--- src/rtl/lp_alu_seq_if.sv ---
// Request/response bundle for lp_alu_seq: valid/ready request channel carrying
// op/a/b, valid/ready response channel carrying the result and status flags.
interface lp_alu_seq_if #(
  parameter int unsigned WIDTH = 8
);
  logic             in_valid;
  logic             in_ready;
  logic [2:0]       op;
  logic [WIDTH-1:0] a;
  logic [WIDTH-1:0] b;
  logic             out_valid;
  logic             out_ready;
  logic [WIDTH-1:0] result;
  logic             flag_z;
  logic             flag_c;
  logic             flag_v;

  // Issue logic / writeback side
  modport master (
    output in_valid, op, a, b, out_ready,
    input  in_ready, out_valid, result, flag_z, flag_c, flag_v
  );

  // ALU side
  modport slave (
    input  in_valid, op, a, b, out_ready,
    output in_ready, out_valid, result, flag_z, flag_c, flag_v
  );
endinterface

--- src/rtl/lp_alu_seq.sv ---
// Sequential low-power ALU. Each functional unit owns its operand registers and
// only the unit selected by the accepted op loads them, so idle units stay
// quiet. Shifts run one bit per cycle. One operation in flight at a time.
module lp_alu_seq #(
  parameter int unsigned WIDTH = 8,
  parameter int unsigned SHW   = $clog2(WIDTH),
  parameter int unsigned CNT_W = 16
) (
  input  logic             clk,
  input  logic             rst,
  lp_alu_seq_if.slave      bus,
  output logic             busy,
  output logic [CNT_W-1:0] op_count
);

  localparam logic [2:0] OpAdd  = 3'b000;
  localparam logic [2:0] OpSub  = 3'b001;
  localparam logic [2:0] OpAndn = 3'b010;
  localparam logic [2:0] OpAnd  = 3'b110;
  localparam logic [2:0] OpXor  = 3'b100;
  localparam logic [2:0] OpSll  = 3'b101;
  localparam logic [2:0] OpSrl  = 3'b011;
  localparam logic [2:0] OpRor  = 3'b111;

  typedef enum logic [1:0] {StIdle, StExec, StShift, StDone} state_e;

  state_e           state_q;
  logic [2:0]       op_q;
  // Adder group
  logic [WIDTH-1:0] add_a_q, add_b_q;
  // Logic group
  logic [WIDTH-1:0] log_a_q, log_b_q;
  // Shifter group
  logic [WIDTH-1:0] sh_q;
  logic [SHW-1:0]   sh_cnt_q;
  // Outputs
  logic [WIDTH-1:0] result_q;
  logic             flag_z_q, flag_c_q, flag_v_q, out_valid_q;
  logic [CNT_W-1:0] op_count_q;

  logic             in_is_add, in_is_log;
  logic [SHW-1:0]   in_shamt;
  logic [WIDTH:0]   sum;
  logic [WIDTH-1:0] exec_res;
  logic             exec_c, exec_v;
  logic [WIDTH-1:0] sh_next;
  logic             sh_out;

  assign in_is_add = (bus.op == OpAdd) || (bus.op == OpSub);
  assign in_is_log = (bus.op == OpAndn) || (bus.op == OpAnd) || (bus.op == OpXor);
  assign in_shamt  = bus.b[SHW-1:0];

  // Execute-stage datapath, fed only from the isolation registers
  always_comb begin
    exec_res = '0;
    exec_c   = 1'b0;
    exec_v   = 1'b0;
    sum      = '0;
    unique case (op_q)
      OpAdd: begin
        sum      = {1'b0, add_a_q} + {1'b0, add_b_q};
        exec_res = sum[WIDTH-1:0];
        exec_c   = sum[WIDTH];
        exec_v   = (add_a_q[WIDTH-1] == add_b_q[WIDTH-1]) &&
                   (sum[WIDTH-1] != add_a_q[WIDTH-1]);
      end
      OpSub: begin
        sum      = {1'b0, add_a_q} + {1'b0, ~add_b_q} + {{WIDTH{1'b0}}, 1'b1};
        exec_res = sum[WIDTH-1:0];
        exec_c   = sum[WIDTH];
        exec_v   = (add_a_q[WIDTH-1] != add_b_q[WIDTH-1]) &&
                   (sum[WIDTH-1] != add_a_q[WIDTH-1]);
      end
      OpAndn: exec_res = ~log_a_q & log_b_q;
      OpAnd:  exec_res = log_a_q & log_b_q;
      OpXor:  exec_res = log_a_q ^ log_b_q;
      // Zero-length shift: working register still holds a
      OpSll, OpSrl, OpRor: exec_res = sh_q;
      default: exec_res = '0;
    endcase
  end

  // One-bit step of the iterative shifter
  always_comb begin
    sh_next = sh_q;
    sh_out  = 1'b0;
    unique case (op_q)
      OpSll: begin
        sh_next = {sh_q[WIDTH-2:0], 1'b0};
        sh_out  = sh_q[WIDTH-1];
      end
      OpSrl: begin
        sh_next = {1'b0, sh_q[WIDTH-1:1]};
        sh_out  = sh_q[0];
      end
      OpRor: sh_next = {sh_q[0], sh_q[WIDTH-1:1]};
      default: sh_next = sh_q;
    endcase
  end

  // Control FSM with registered result, flags, handshake and counter
  always_ff @(posedge clk or posedge rst) begin
    if (rst) begin
      state_q     <= StIdle;
      op_q        <= '0;
      add_a_q     <= '0;
      add_b_q     <= '0;
      log_a_q     <= '0;
      log_b_q     <= '0;
      sh_q        <= '0;
      sh_cnt_q    <= '0;
      result_q    <= '0;
      flag_z_q    <= 1'b0;
      flag_c_q    <= 1'b0;
      flag_v_q    <= 1'b0;
      out_valid_q <= 1'b0;
      op_count_q  <= '0;
    end else begin
      unique case (state_q)
        StIdle: begin
          if (bus.in_valid) begin
            op_q <= bus.op;
            if (in_is_add) begin
              add_a_q <= bus.a;
              add_b_q <= bus.b;
              state_q <= StExec;
            end else if (in_is_log) begin
              log_a_q <= bus.a;
              log_b_q <= bus.b;
              state_q <= StExec;
            end else begin
              sh_q     <= bus.a;
              sh_cnt_q <= in_shamt;
              state_q  <= (in_shamt == '0) ? StExec : StShift;
            end
          end
        end
        StExec: begin
          result_q    <= exec_res;
          flag_z_q    <= (exec_res == '0);
          flag_c_q    <= exec_c;
          flag_v_q    <= exec_v;
          out_valid_q <= 1'b1;
          state_q     <= StDone;
        end
        StShift: begin
          sh_q     <= sh_next;
          sh_cnt_q <= sh_cnt_q - SHW'(1);
          if (sh_cnt_q == SHW'(1)) begin
            result_q    <= sh_next;
            flag_z_q    <= (sh_next == '0);
            flag_c_q    <= sh_out;
            flag_v_q    <= 1'b0;
            out_valid_q <= 1'b1;
            state_q     <= StDone;
          end
        end
        StDone: begin
          if (bus.out_ready) begin
            out_valid_q <= 1'b0;
            op_count_q  <= op_count_q + CNT_W'(1);
            state_q     <= StIdle;
          end
        end
        default: state_q <= StIdle;
      endcase
    end
  end

  // Ready is withheld while reset is held so nothing is issued into a resetting block
  assign bus.in_ready  = (state_q == StIdle) && !rst;
  assign bus.out_valid = out_valid_q;
  assign bus.result    = result_q;
  assign bus.flag_z    = flag_z_q;
  assign bus.flag_c    = flag_c_q;
  assign bus.flag_v    = flag_v_q;
  assign busy          = (state_q != StIdle);
  assign op_count      = op_count_q;

endmodule

--- src/flat_wrapper.sv ---
// flat-port wrapper written by rule: the top's interface ports become plain ports
module lp_alu_seq_flat 
#(
  parameter int unsigned WIDTH = 8,
  parameter int unsigned SHW   = $clog2(WIDTH),
  parameter int unsigned CNT_W = 16
)
  (clk, rst, busy, op_count, bus_in_valid, bus_op, bus_a, bus_b, bus_out_ready, bus_in_ready, bus_out_valid, bus_result, bus_flag_z, bus_flag_c, bus_flag_v);
  lp_alu_seq_if #(.WIDTH(WIDTH)) bus_i ();
  input  logic clk;
  input  logic rst;
  output logic busy;
  output logic [CNT_W-1:0] op_count;
  input wire logic [$bits(bus_i.in_valid)-1:0] bus_in_valid;
  input wire logic [$bits(bus_i.op)-1:0] bus_op;
  input wire logic [$bits(bus_i.a)-1:0] bus_a;
  input wire logic [$bits(bus_i.b)-1:0] bus_b;
  input wire logic [$bits(bus_i.out_ready)-1:0] bus_out_ready;
  output wire logic [$bits(bus_i.in_ready)-1:0] bus_in_ready;
  output wire logic [$bits(bus_i.out_valid)-1:0] bus_out_valid;
  output wire logic [$bits(bus_i.result)-1:0] bus_result;
  output wire logic [$bits(bus_i.flag_z)-1:0] bus_flag_z;
  output wire logic [$bits(bus_i.flag_c)-1:0] bus_flag_c;
  output wire logic [$bits(bus_i.flag_v)-1:0] bus_flag_v;
  assign bus_i.in_valid = bus_in_valid;
  assign bus_i.op = bus_op;
  assign bus_i.a = bus_a;
  assign bus_i.b = bus_b;
  assign bus_i.out_ready = bus_out_ready;
  assign bus_in_ready = bus_i.in_ready;
  assign bus_out_valid = bus_i.out_valid;
  assign bus_result = bus_i.result;
  assign bus_flag_z = bus_i.flag_z;
  assign bus_flag_c = bus_i.flag_c;
  assign bus_flag_v = bus_i.flag_v;
  lp_alu_seq #(.WIDTH(WIDTH), .SHW(SHW), .CNT_W(CNT_W)) u_core (.clk(clk), .rst(rst), .bus(bus_i), .busy(busy), .op_count(op_count));
endmodule
--- config.mk ---
export PLATFORM = sky130hd
export DESIGN_NAME = lp_alu_seq_flat
export DESIGN_NICKNAME = d
export VERILOG_FILES = /design/src/rtl/lp_alu_seq_if.sv /design/src/rtl/lp_alu_seq.sv /design/src/flat_wrapper.sv
export SDC_FILE = /design/constraint.sdc
export NUM_CORES = 1
export LEC_CHECK = 0
export ABC_CLOCK_PERIOD_IN_PS = 6900
export CAP_MARGIN = 20
export CORE_UTILIZATION = 25
export DETAILED_ROUTE_END_ITERATION = 16
export MAX_ROUTING_LAYER = met4
export SKIP_CTS_REPAIR_TIMING = 1
export SYNTH_ARGS = -nofsm -noshare
export SYNTH_HDL_FRONTEND = slang
export SYNTH_SLANG_ARGS = --single-unit
--- constraint.sdc ---
create_clock -name clk -period 6.9 [get_ports clk]
set_input_delay 1.38 -clock clk [delete_from_list [all_inputs] [get_ports clk]]
set_output_delay 1.38 -clock clk [all_outputs]
set_load 0.01 [all_outputs]
==> impl_metrics.yaml <==
logic_synthesis:
  post_synth_edffs: 0
  mappedNetlistArea_mm2: 0.00471
  async_reset_ff_frac: 1.00
  post_synthesis_cells: 505
  synth.avg_cell_area_um2: 9.32
  postSynthRegisterBits: 76
  yosysSeqAreaShare: 0.404
  synth_warnings: 0
  synthDominantAreaCellType: "dfrtp_1"
  yosys.area.top_type_share: 0.404
  synthDistinctLibCells: 65
  synth.net_count: 553
  synth-main-ff-cell: "dfrtp_1"
  yosys-top-cells-area: "dfrtp_1 40%, mux2_2 6.5%, ha_1 6.1%"
outcome:
  failed_checks: "DRC"
  run_status: "finished, violations left"
floorplan:
  rows: 49
  die_footprint_mm2: 0.0194
  floorplan.initialDensity: 0.259
  die_width_um: 139
  fp.dieH_um: 139
  top_level_ports: 53
  area_of_the_core_mm2: 0.0182
clocking:
  cts.clk_slew.worst_paths_ns: 0.06
  insertion_delay_ns: 0.34
  cts.path.max_buffers: 2
  clkSinkCount: 76
  cts_inserted_buffers: 9
  h-tree-depth: 3
  cts_tree: "built"
  clock-root-buffer: "clkbuf_16"
cells_and_area:
  area_growth_pct: 23.3
  layout.filler_cells: 1874
  post_route_cells_drive_above_1_share: 0.105
  final_core_utilization: 0.319
  antenna_diode_count: 0
  fin_nets: 597
critical_path:
  worst_setup_path_end_kind: "output port"
  timing.critical_path.arrival_ns: 2.45
  launching_instance_or_port_of_the_critical_path: "rst"
  timing.rr.start: "u_core.op_q[2]"
  worst-endpoint-required_ns: 5.52
  worst_setup_path_start_kind: "input pin"
  critical_path_class: "in -> out"
  crit_fanout: 2
timing:
  hold_violations: 0
  drv_slew: 0
  endpoints_failing_setup: 0
  finalClockSkew_ns: 0.00640
  fmaxAchievable_ghz: 0.261
  timing.hold.ws_ns: 0.477
  final_min_period_over_clock_period: 0.555
  timing.final.crit_period_ns: 3.83
  relSlewSlack: 0.342
  timing.final.ws_setup_ns: 3.07
  fin_setup_tns_ns: 0
  timing_worst_slew_pin_value_ns: 0.988
  rsz0062_at_grt: "false"
drt:
  routed.top_layer: "met4"
  postRouteAntennaNets: 0
  tritonroute_pass_1_iters: 11
  routed_wirelength_um: 11700
  detail_route_met2_wl_um: 5610
  route.vias.total: 3869
  post_drt_wl_per_cell_um: 14.9
  first_iter_violations: 263
  met3WireLength_um: 414
  route.detailed.drc: 1
  detail_route.wirelength.met1_um: 5490
  vias_per_cell: 4.95
place:
  dp_hpwl_um: 8640
  globalplace.congestion: 0.787
  place_worst_setup_slack_ns: 3.07
  io_buffer_count: 52
grt:
  first_global_vias: 3665
  grt_util_all_layers: 0.133
  grt_max_degree: 77
  initial_antenna_violation_count: 0
  grt_pass1_wl_um: 19600
  global_route.overflow_total: 0
min_path:
  holdCritStartpoint: "u_core.op_count[15]"
  worstHoldPathType: "reg -> reg"
pwr:
  totalPowerFinal_mw: 3.03
  leakage_nw: 2.44
  max-vdd-ir-drop_v: 0.000206
  power_density_mw_per_mm2: 522
flow_run:
  maxCapViolCount: 0
-- area by class of cell --
class	instances	area, µm²	area share
Sequential cell	76	1900	0.328
Clock inverter	4	98.8	0.0170
Inverter	26	98.8	0.0170
Multi-Input combinational cell	377	2610	0.450
Clock buffer	11	233	0.0401
Tap cell	229	287	0.0494
Timing Repair Buffer	59	573	0.0987
-- registers in the layout, indices dropped and copies added, names as in the netlist --
name                  count
u_core.bus.out_valid      1
u_core.bus.flag_c         1
u_core.op_count          16
u_core.add_a_q            8
u_core.add_b_q            8
u_core.state_q            2
u_core.bus.result         8
u_core.log_b_q            8
u_core.op_q               3
u_core.bus.flag_z         1
u_core.bus.flag_v         1
u_core.log_a_q            8
u_core.sh_cnt_q           3
u_core.sh_q               8
-- path summary, 6_finish.rpt --
check | to | cells past startpoint | slack (ns)
min in group asynchronous | u_core.op_q[0] | 3 | 1.67
hold / removal | u_core.op_count[15] | 1 | 0.48
max in group asynchronous | u_core.log_b_q[3] | 3 | 4.55
setup / recovery | bus_in_ready | 3 | 3.07
hold reg to reg | u_core.op_count[15] | 1 | 0.48
setup reg to reg | u_core.bus.flag_z | 6 | 4.14
-- synth_stat cells (9+ instances only) --
library cell  count
dfrtp_1          76
nand2_1          57
o21ai_0          53
mux2_2           27
inv_1            26
a21oi_1          23
ha_1             23
nor2_1           23
xnor2_1          20
clkbuf_1         18
nand3_1          10
a22o_1            9
nand2b_1          9
-- per-layer routing --
metal,vias up,track usage
li1,1898,-
met1,1889,0.170
met2,69,0.212
met3,13,0.0203
met4,0,0.0474
met5,-,-
-- cell families after synthesis --
family	synth area share
xor+xnor	0.0484
flops	0.404
fa+ha+maj	0.0696
buf+inv	0.0431
simple gates	0.169
compound gates	0.191
mux	0.0752
-- through the flow --
step / area [µm²] / cells
after floorplan: 4710 / 505
after global placement: 5470 / 767
after detailed placement: 5470 / 767
after CTS: 5800 / 782
after global routing: 5800 / 782
final: 5800 / 782
-- cell usage in the layout, fill, tap and decap left out, types with 6 or more instances in the layout --
| cell type | Yosys | final |
|---|---|---|
| dfrtp_1 | 76 | 76 |
| a21oi_1 | 23 | 23 |
| nor3b_1 | 7 | 7 |
| clkbuf_16 | 0 | 9 |
| a31oi_1 | 8 | 8 |
| nor2b_1 | 7 | 7 |
| nor2_1 | 23 | 23 |
| a22o_1 | 9 | 9 |
| buf_4 | 0 | 7 |
| o21ai_0 | 53 | 53 |
| nand2_1 | 57 | 57 |
| ha_1 | 23 | 23 |
| mux2_2 | 27 | 27 |
| nand2b_1 | 9 | 9 |
| xor2_1 | 6 | 6 |
| clkdlybuf4s50_1 | 0 | 52 |
| nand3b_1 | 6 | 6 |
| xnor2_1 | 20 | 20 |
| inv_1 | 26 | 25 |
| nand3_1 | 10 | 10 |
-- critical path, stage by stage --
cell,delay (ns)
clkdlybuf4s50_1,0.44
nor2_1,0.10
clkdlybuf4s50_1,0.54
-- where the power goes --
group / switching, mW / internal (mW) / total (mW) / leakage [nW]
Sequential: 0.183 / 0.636 / 0.819 / 0.946
Combinational: 0.916 / 0.760 / 1.68 / 1.33
Clock: 0.183 / 0.352 / 0.535 / 0.160
Total: 1.28 / 1.75 / 3.03 / 2.44
(Power assumes the default switching activity.)
